**config.mk**
```make
export PLATFORM = sky130hd
export DESIGN_NAME = data_mem_port
export DESIGN_NICKNAME = d
export VERILOG_FILES = /design/src/rtl/data_mem_port.sv
export SDC_FILE = /design/constraint.sdc
export NUM_CORES = 1
export LEC_CHECK = 0
export BUFFER_PORTS_ARGS = -buffer_cell sky130_fd_sc_hd__buf_4
export CORE_UTILIZATION = 44
export DETAILED_ROUTE_END_ITERATION = 16
export PLACE_DENSITY = 0.79
export SYNTH_ARGS = -nofsm -noshare
export SYNTH_HDL_FRONTEND = slang
export SYNTH_SLANG_ARGS = --single-unit
export TNS_END_PERCENT = 5
```
**constraint.sdc**
```tcl
create_clock -name clk -period 5 [get_ports clk]
set_clock_uncertainty 0.1 [all_clocks]
set_input_delay 0 -clock clk [delete_from_list [all_inputs] [get_ports clk]]
set_output_delay 0 -clock clk [all_outputs]
set_load 0.03 [all_outputs]
```
**src/rtl/data_mem_port.sv**
```systemverilog
// rtl/data_mem_port.sv - MEM-stage load/store responder: request handshake, byte lanes, load extension.
// Holds the pipeline while a single data-memory access is outstanding.
module data_mem_port #(
   parameter int unsigned MAX_WAIT = 255
) (
   input  logic        clk,
   input  logic        rst,
   input  logic        valid_i,
   input  logic        mem_read_i,
   input  logic        mem_write_i,
   input  logic [2:0]  funct3_i,
   input  logic [31:0] addr_i,
   input  logic [31:0] wdata_i,
   output logic        data_read,
   output logic        data_write,
   output logic [31:0] data_addr,
   output logic [3:0]  data_mbe,
   output logic [31:0] data_wdata,
   input  logic        data_resp,
   input  logic [31:0] data_rdata,
   output logic        stall_o,
   output logic        done_o,
   output logic [31:0] load_data_o,
   output logic        misaligned_o,
   output logic        err_o
);

   typedef enum logic [1:0] {S_IDLE, S_REQ, S_RESP} state_t;

   localparam logic [7:0] WAIT_LAST = 8'(MAX_WAIT - 1);

   state_t      r_state;
   state_t      w_next;
   logic [7:0]  r_wait_cnt;
   logic        r_is_read;
   logic [2:0]  r_funct3;
   logic [1:0]  r_off;

   logic        w_req;
   logic        w_misaligned;
   logic        w_accept;
   logic        w_timeout;
   logic [3:0]  w_mbe;
   logic [31:0] w_wdata;
   logic [31:0] w_shifted;
   logic [31:0] w_load;

   assign w_req     = valid_i & (mem_read_i | mem_write_i);
   assign w_timeout = (r_wait_cnt == WAIT_LAST);

   always_comb begin
      w_misaligned = 1'b0;
      case (funct3_i)
         3'b001, 3'b101: w_misaligned = addr_i[0];
         3'b010:         w_misaligned = |addr_i[1:0];
         default:        w_misaligned = 1'b0;
      endcase
   end

   // Lane placement for stores; reads always fetch the whole word.
   always_comb begin
      w_mbe   = 4'b1111;
      w_wdata = wdata_i;
      if (mem_read_i) begin
         w_mbe   = 4'b1111;
         w_wdata = 32'h0;
      end else begin
         case (funct3_i)
            3'b000, 3'b100: begin
               w_mbe   = 4'b0001 << addr_i[1:0];
               w_wdata = {4{wdata_i[7:0]}};
            end
            3'b001, 3'b101: begin
               w_mbe   = 4'b0011 << addr_i[1:0];
               w_wdata = {2{wdata_i[15:0]}};
            end
            default: begin
               w_mbe   = 4'b1111;
               w_wdata = wdata_i;
            end
         endcase
      end
   end

   assign w_shifted = data_rdata >> {r_off, 3'b000};

   always_comb begin
      w_load = data_rdata;
      case (r_funct3)
         3'b000:  w_load = {{24{w_shifted[7]}}, w_shifted[7:0]};
         3'b100:  w_load = {24'h0, w_shifted[7:0]};
         3'b001:  w_load = {{16{w_shifted[15]}}, w_shifted[15:0]};
         3'b101:  w_load = {16'h0, w_shifted[15:0]};
         default: w_load = data_rdata;
      endcase
   end

   always_comb begin
      w_next       = r_state;
      w_accept     = 1'b0;
      stall_o      = 1'b0;
      misaligned_o = 1'b0;
      case (r_state)
         S_IDLE: begin
            if (w_req) begin
               if (w_misaligned) begin
                  misaligned_o = 1'b1;
               end else begin
                  w_accept = 1'b1;
                  stall_o  = 1'b1;
                  w_next   = S_REQ;
               end
            end
         end
         S_REQ: begin
            stall_o = 1'b1;
            if (data_resp || w_timeout) begin
               w_next = S_RESP;
            end
         end
         S_RESP:  w_next = S_IDLE;
         default: w_next = S_IDLE;
      endcase
      // Combinational outputs follow reset immediately, like the registered ones.
      if (rst) begin
         stall_o      = 1'b0;
         misaligned_o = 1'b0;
      end
   end

   always_ff @(posedge clk or posedge rst) begin
      if (rst) begin
         r_state <= S_IDLE;
      end else begin
         r_state <= w_next;
      end
   end

   always_ff @(posedge clk or posedge rst) begin
      if (rst) begin
         r_wait_cnt  <= 8'h0;
         r_is_read   <= 1'b0;
         r_funct3    <= 3'b000;
         r_off       <= 2'b00;
         data_read   <= 1'b0;
         data_write  <= 1'b0;
         data_addr   <= 32'h0;
         data_mbe    <= 4'h0;
         data_wdata  <= 32'h0;
         done_o      <= 1'b0;
         err_o       <= 1'b0;
         load_data_o <= 32'h0;
      end else begin
         done_o <= 1'b0;
         err_o  <= 1'b0;
         case (r_state)
            S_IDLE: begin
               if (w_accept) begin
                  r_is_read  <= mem_read_i;
                  r_funct3   <= funct3_i;
                  r_off      <= addr_i[1:0];
                  r_wait_cnt <= 8'h0;
                  data_read  <= mem_read_i;
                  data_write <= ~mem_read_i;
                  data_addr  <= {addr_i[31:2], 2'b00};
                  data_mbe   <= w_mbe;
                  data_wdata <= w_wdata;
               end
            end
            S_REQ: begin
               if (data_resp || w_timeout) begin
                  data_read   <= 1'b0;
                  data_write  <= 1'b0;
                  data_addr   <= 32'h0;
                  data_mbe    <= 4'h0;
                  data_wdata  <= 32'h0;
                  done_o      <= 1'b1;
                  err_o       <= ~data_resp;
                  load_data_o <= (data_resp && r_is_read) ? w_load : 32'h0;
               end else begin
                  r_wait_cnt <= r_wait_cnt + 8'h1;
               end
            end
            S_RESP: begin
               r_wait_cnt  <= 8'h0;
               load_data_o <= 32'h0;
            end
            default: begin
               r_wait_cnt <= 8'h0;
            end
         endcase
      end
   end

endmodule

```
==> results.sh <==
export IMPL_clock_sinks=118
export IMPL_synth_simple_area_share_pct=8.26
export IMPL_fin_hold_ws_ns=0.0773
export IMPL_leakage_uw=0.00438
export IMPL_start_util_pct=45.0
export IMPL_async_reset_ff_share_pct=100
export IMPL_crit_slowest_cell="sky130_fd_sc_hd__dfrtp_1"
export IMPL_critPathLaunchType="flop"
export IMPL_die_area_mm2=0.0133
export IMPL_clk_latency_ns=0.41
export IMPL_critical_path_cell_chain="inv_1 -> a21oi_1 -> and3_1 -> o2bb2ai_1 -> dlygate4sd3_1"
export IMPL_place_detailed_instances=830
export IMPL_post_synth_top_area_fraction_pct=52.3
export IMPL_drt_initial_drc_count=486
export IMPL_synth_edff_count=0
export IMPL_num_vias=5645
export IMPL_setup_worst_path_end_class="flop"
export IMPL_hpwlAfterDp_um=11700
export IMPL_placement_io_buffers=208
export IMPL_worstPathArrival_ns=3.24
export IMPL_post_synth_top_area_cell="sky130_fd_sc_hd__dfrtp_1"
export IMPL_clkTransAtPathRegs_ns=0.05
export IMPL_drc=0
export IMPL_first_global_vias=5702
export IMPL_grt_start_max_net_pins=74
export IMPL_max_slew_margin_rel_pct=32.5
export IMPL_main_combinational_cell_family_by_area_after_synthesis="compound AO/OA/AOI/OAI gates"
export IMPL_finalCritPeriodShare_pct=61.0
export IMPL_chipWidth_um=115
export IMPL_clock_path_buffers=2
export IMPL_count_of_final_hold_check_violations=0
export IMPL_final_setup_tns_ns=0
export IMPL_ys_top_cells_by_area="sky130_fd_sc_hd__dfrtp_1, sky130_fd_sc_hd__a22o_1, sky130_fd_sc_hd__mux2i_1, sky130_fd_sc_hd__a221o_1, sky130_fd_sc_hd__o2bb2ai_1"
export IMPL_wire_per_inst_um=20.2
export IMPL_nets=894
export IMPL_path_max_fanout=23
export IMPL_cts_made_buffers=17
export IMPL_worstReg2RegStart="r_off[0]"
export IMPL_synthTopCellsByCount="sky130_fd_sc_hd__dfrtp_1, sky130_fd_sc_hd__a22o_1, sky130_fd_sc_hd__mux2i_1"
export IMPL_antenna_found_initial=1
export IMPL_cts_root_buf="sky130_fd_sc_hd__clkbuf_16"
export IMPL_drt_antenna_violating_nets=0
export IMPL_timing_critical_path_max_delay_family="flip-flops"
export IMPL_grt_total_usage_pct=30.0
export IMPL_yosysWarningCount=0
export IMPL_layout_filler_cells=826
export IMPL_crit_path_max_incr_delay_ns=0.91
export IMPL_min_delay_start="valid_i"
export IMPL_placementRows=41
export IMPL_tritoncts="built"
export IMPL_syn_cell_area_mm2=0.00565
export IMPL_design_portCount=211
export IMPL_synthXorXnorAreaFrac_pct=0.155
export IMPL_peakVddDrop_uv=312
export IMPL_ys_types=54
export IMPL_syn_inst=486
export IMPL_place_gp_congestion=0.899
export IMPL_core_area_mm2=0.0126
export IMPL_unrepaired_setup_endpoints_after_global_routing="no"
export IMPL_grt_pass1_wl_um=30100
export IMPL_final_max_slew_viol_count=0
export IMPL_synthToLayoutAreaGrowth_pct=57.5
export IMPL_synth_compound_area_share_pct=24.2
export IMPL_setup_viol=0
export IMPL_drt_wl_total_um=19600
export IMPL_yosys_register_bits=118
export IMPL_worst_setup_path_startpoint="r_off[0]"
export IMPL_postSynthAreaPerCell_um2=11.6
export IMPL_worst_slew_pin_slew_ns=1.01
export IMPL_worstHoldPathType="in2reg"
export IMPL_drive_gt1_share_pct=32.5
export IMPL_max_cap_violations=0
export IMPL_ys_seq_area_share_pct=52.3
export IMPL_drt_pass1_iter_count=5
export IMPL_fmax_mhz=328
export IMPL_synth_area_mux_share_pct=9.65
export IMPL_power_density_mw_per_mm2=514
export IMPL_critPathKind="reg2reg"
export IMPL_final_instance_count_excl_fill=970
export IMPL_post_cts_resize_count=0
export IMPL_die_boundary_height_um=115
export IMPL_min_period_ns=3.05
export IMPL_worst_endpoint_required_ns=5.19
export IMPL_viasPerCell=5.82
export IMPL_critPathBufInv=2
export IMPL_synth_flop_cell="sky130_fd_sc_hd__dfrtp_1"
export IMPL_total_gr_overflow=0
export IMPL_outcome="complete, no violations"
export IMPL_yosys_cell_count_top_type="sky130_fd_sc_hd__dfrtp_1"
export IMPL_ctsHtreeMaxLevel=4
export IMPL_yosys_area_share_adder_pct=0.443
==> kinds of logic (layout without fill, tap and decap cells) <==
logic type / Yosys count / after routing
AND/OR/NAND/NOR: 91 / 91
AO/OA/AOI/OAI: 169 / 169
adder cells (fa/ha/maj): 2 / 2
other: 1 / 3
buffers and inverters: 53 / 363
multiplexers: 51 / 51
XOR/XNOR: 1 / 1
flip-flops: 118 / 118
==> final cells by class <==
class                   instances  area, um2  share of cell area, %
diodes                          1       2.50                 0.0281
clock buffers                  25        505                   5.68
clock inverters                 4       45.0                  0.506
inverters                      11       43.8                  0.492
multi-input cells             316       2430                   27.4
flip-flops and latches        118       2950                   33.2
well taps                     172        215                   2.42
repair buffers                323       2700                   30.3
==> flip-flops by register name, summed over array words and instances (netlist names), 2 cells and up <==
| signal | cells |
|---|---|
| r_funct3 | 3 |
| load_data_o | 32 |
| data_wdata | 32 |
| data_addr | 30 |
| r_state | 2 |
| r_wait_cnt | 8 |
| data_mbe | 4 |
| r_off | 2 |
==> final timing paths <==
check	end	slack, ns	cells after the start
worst max register to register	load_data_o[5]	1.95	5
max in group asynchronous	load_data_o[19]	3.45	4
worst min-delay path	r_state[0]	0.08	4
worst min register to register	load_data_o[8]	0.39	1
worst max-delay path	load_data_o[5]	1.95	5
min in group asynchronous	data_wdata[16]	0.24	3
==> layer usage <==
layer | wire (um) | vias to the layer above | GRT usage, %
met5 | 0 | - | 0
met4 | 603 | 0 | 14.2
met3 | 1630 | 58 | 8.65
met2 | 9850 | 330 | 50.1
met1 | 7510 | 2790 | 35.6
li1 | - | 2467 | -
==> worst min-delay path, delay by kind of cell <==
| family | cells | cell delay [ns] |
|---|---|---|
| simple gates | 1 | 0.17 |
| compound gates | 2 | 0.25 |
| buf+inv | 1 | 0.12 |
==> repair_timing <==
action | 4_1_cts | 5_1_grt
hold endpoints to repair | 179 | 0
setup buffers | 0 | 0
hold buffers | 110 | 0
==> cells in the final DEF, fill, tap and decap left out, drive strengths merged, types with 2 or more instances in the layout <==
master	instances
a211o	3
a21o	2
a21oi	14
a221o	23
a22o	46
a22oi	9
and2	2
and3	12
buf	213
clkbuf	25
clkinv	3
conb	2
dfrtp	118
dlygate4sd3	110
ha	2
inv	11
mux2	18
mux2i	32
nand2	24
nand2b	2
nand3	14
nand4	2
nor2	15
nor2b	3
nor3	6
nor4	6
o211a	2
o211ai	10
o21a	4
o21ai	25
o22ai	3
o2bb2ai	19
==> metrics by stage <==
stage / util, % / worst slack (ns) / instance area (um2) / total power (uW)
2_1_floorplan: - / 1.77 / 5650 / 2610
3_3_place_gp: 57.7 / 2.48 / 7250 / 3250
3_5_place_dp: 57.7 / 2.39 / 7250 / 3290
4_1_cts: 70.8 / 2.01 / 8900 / 4530
5_1_grt: 70.8 / 1.75 / 8900 / 4750
6_report: 70.8 / 1.95 / 8900 / 4580
==> report_power, final <==
group | switching (uW) | internal, uW | total [uW]
sequential | 270 | 1260 | 1530
combinational | 1090 | 805 | 1900
clock | 413 | 738 | 1150
Power figures use the tool's default switching activity.
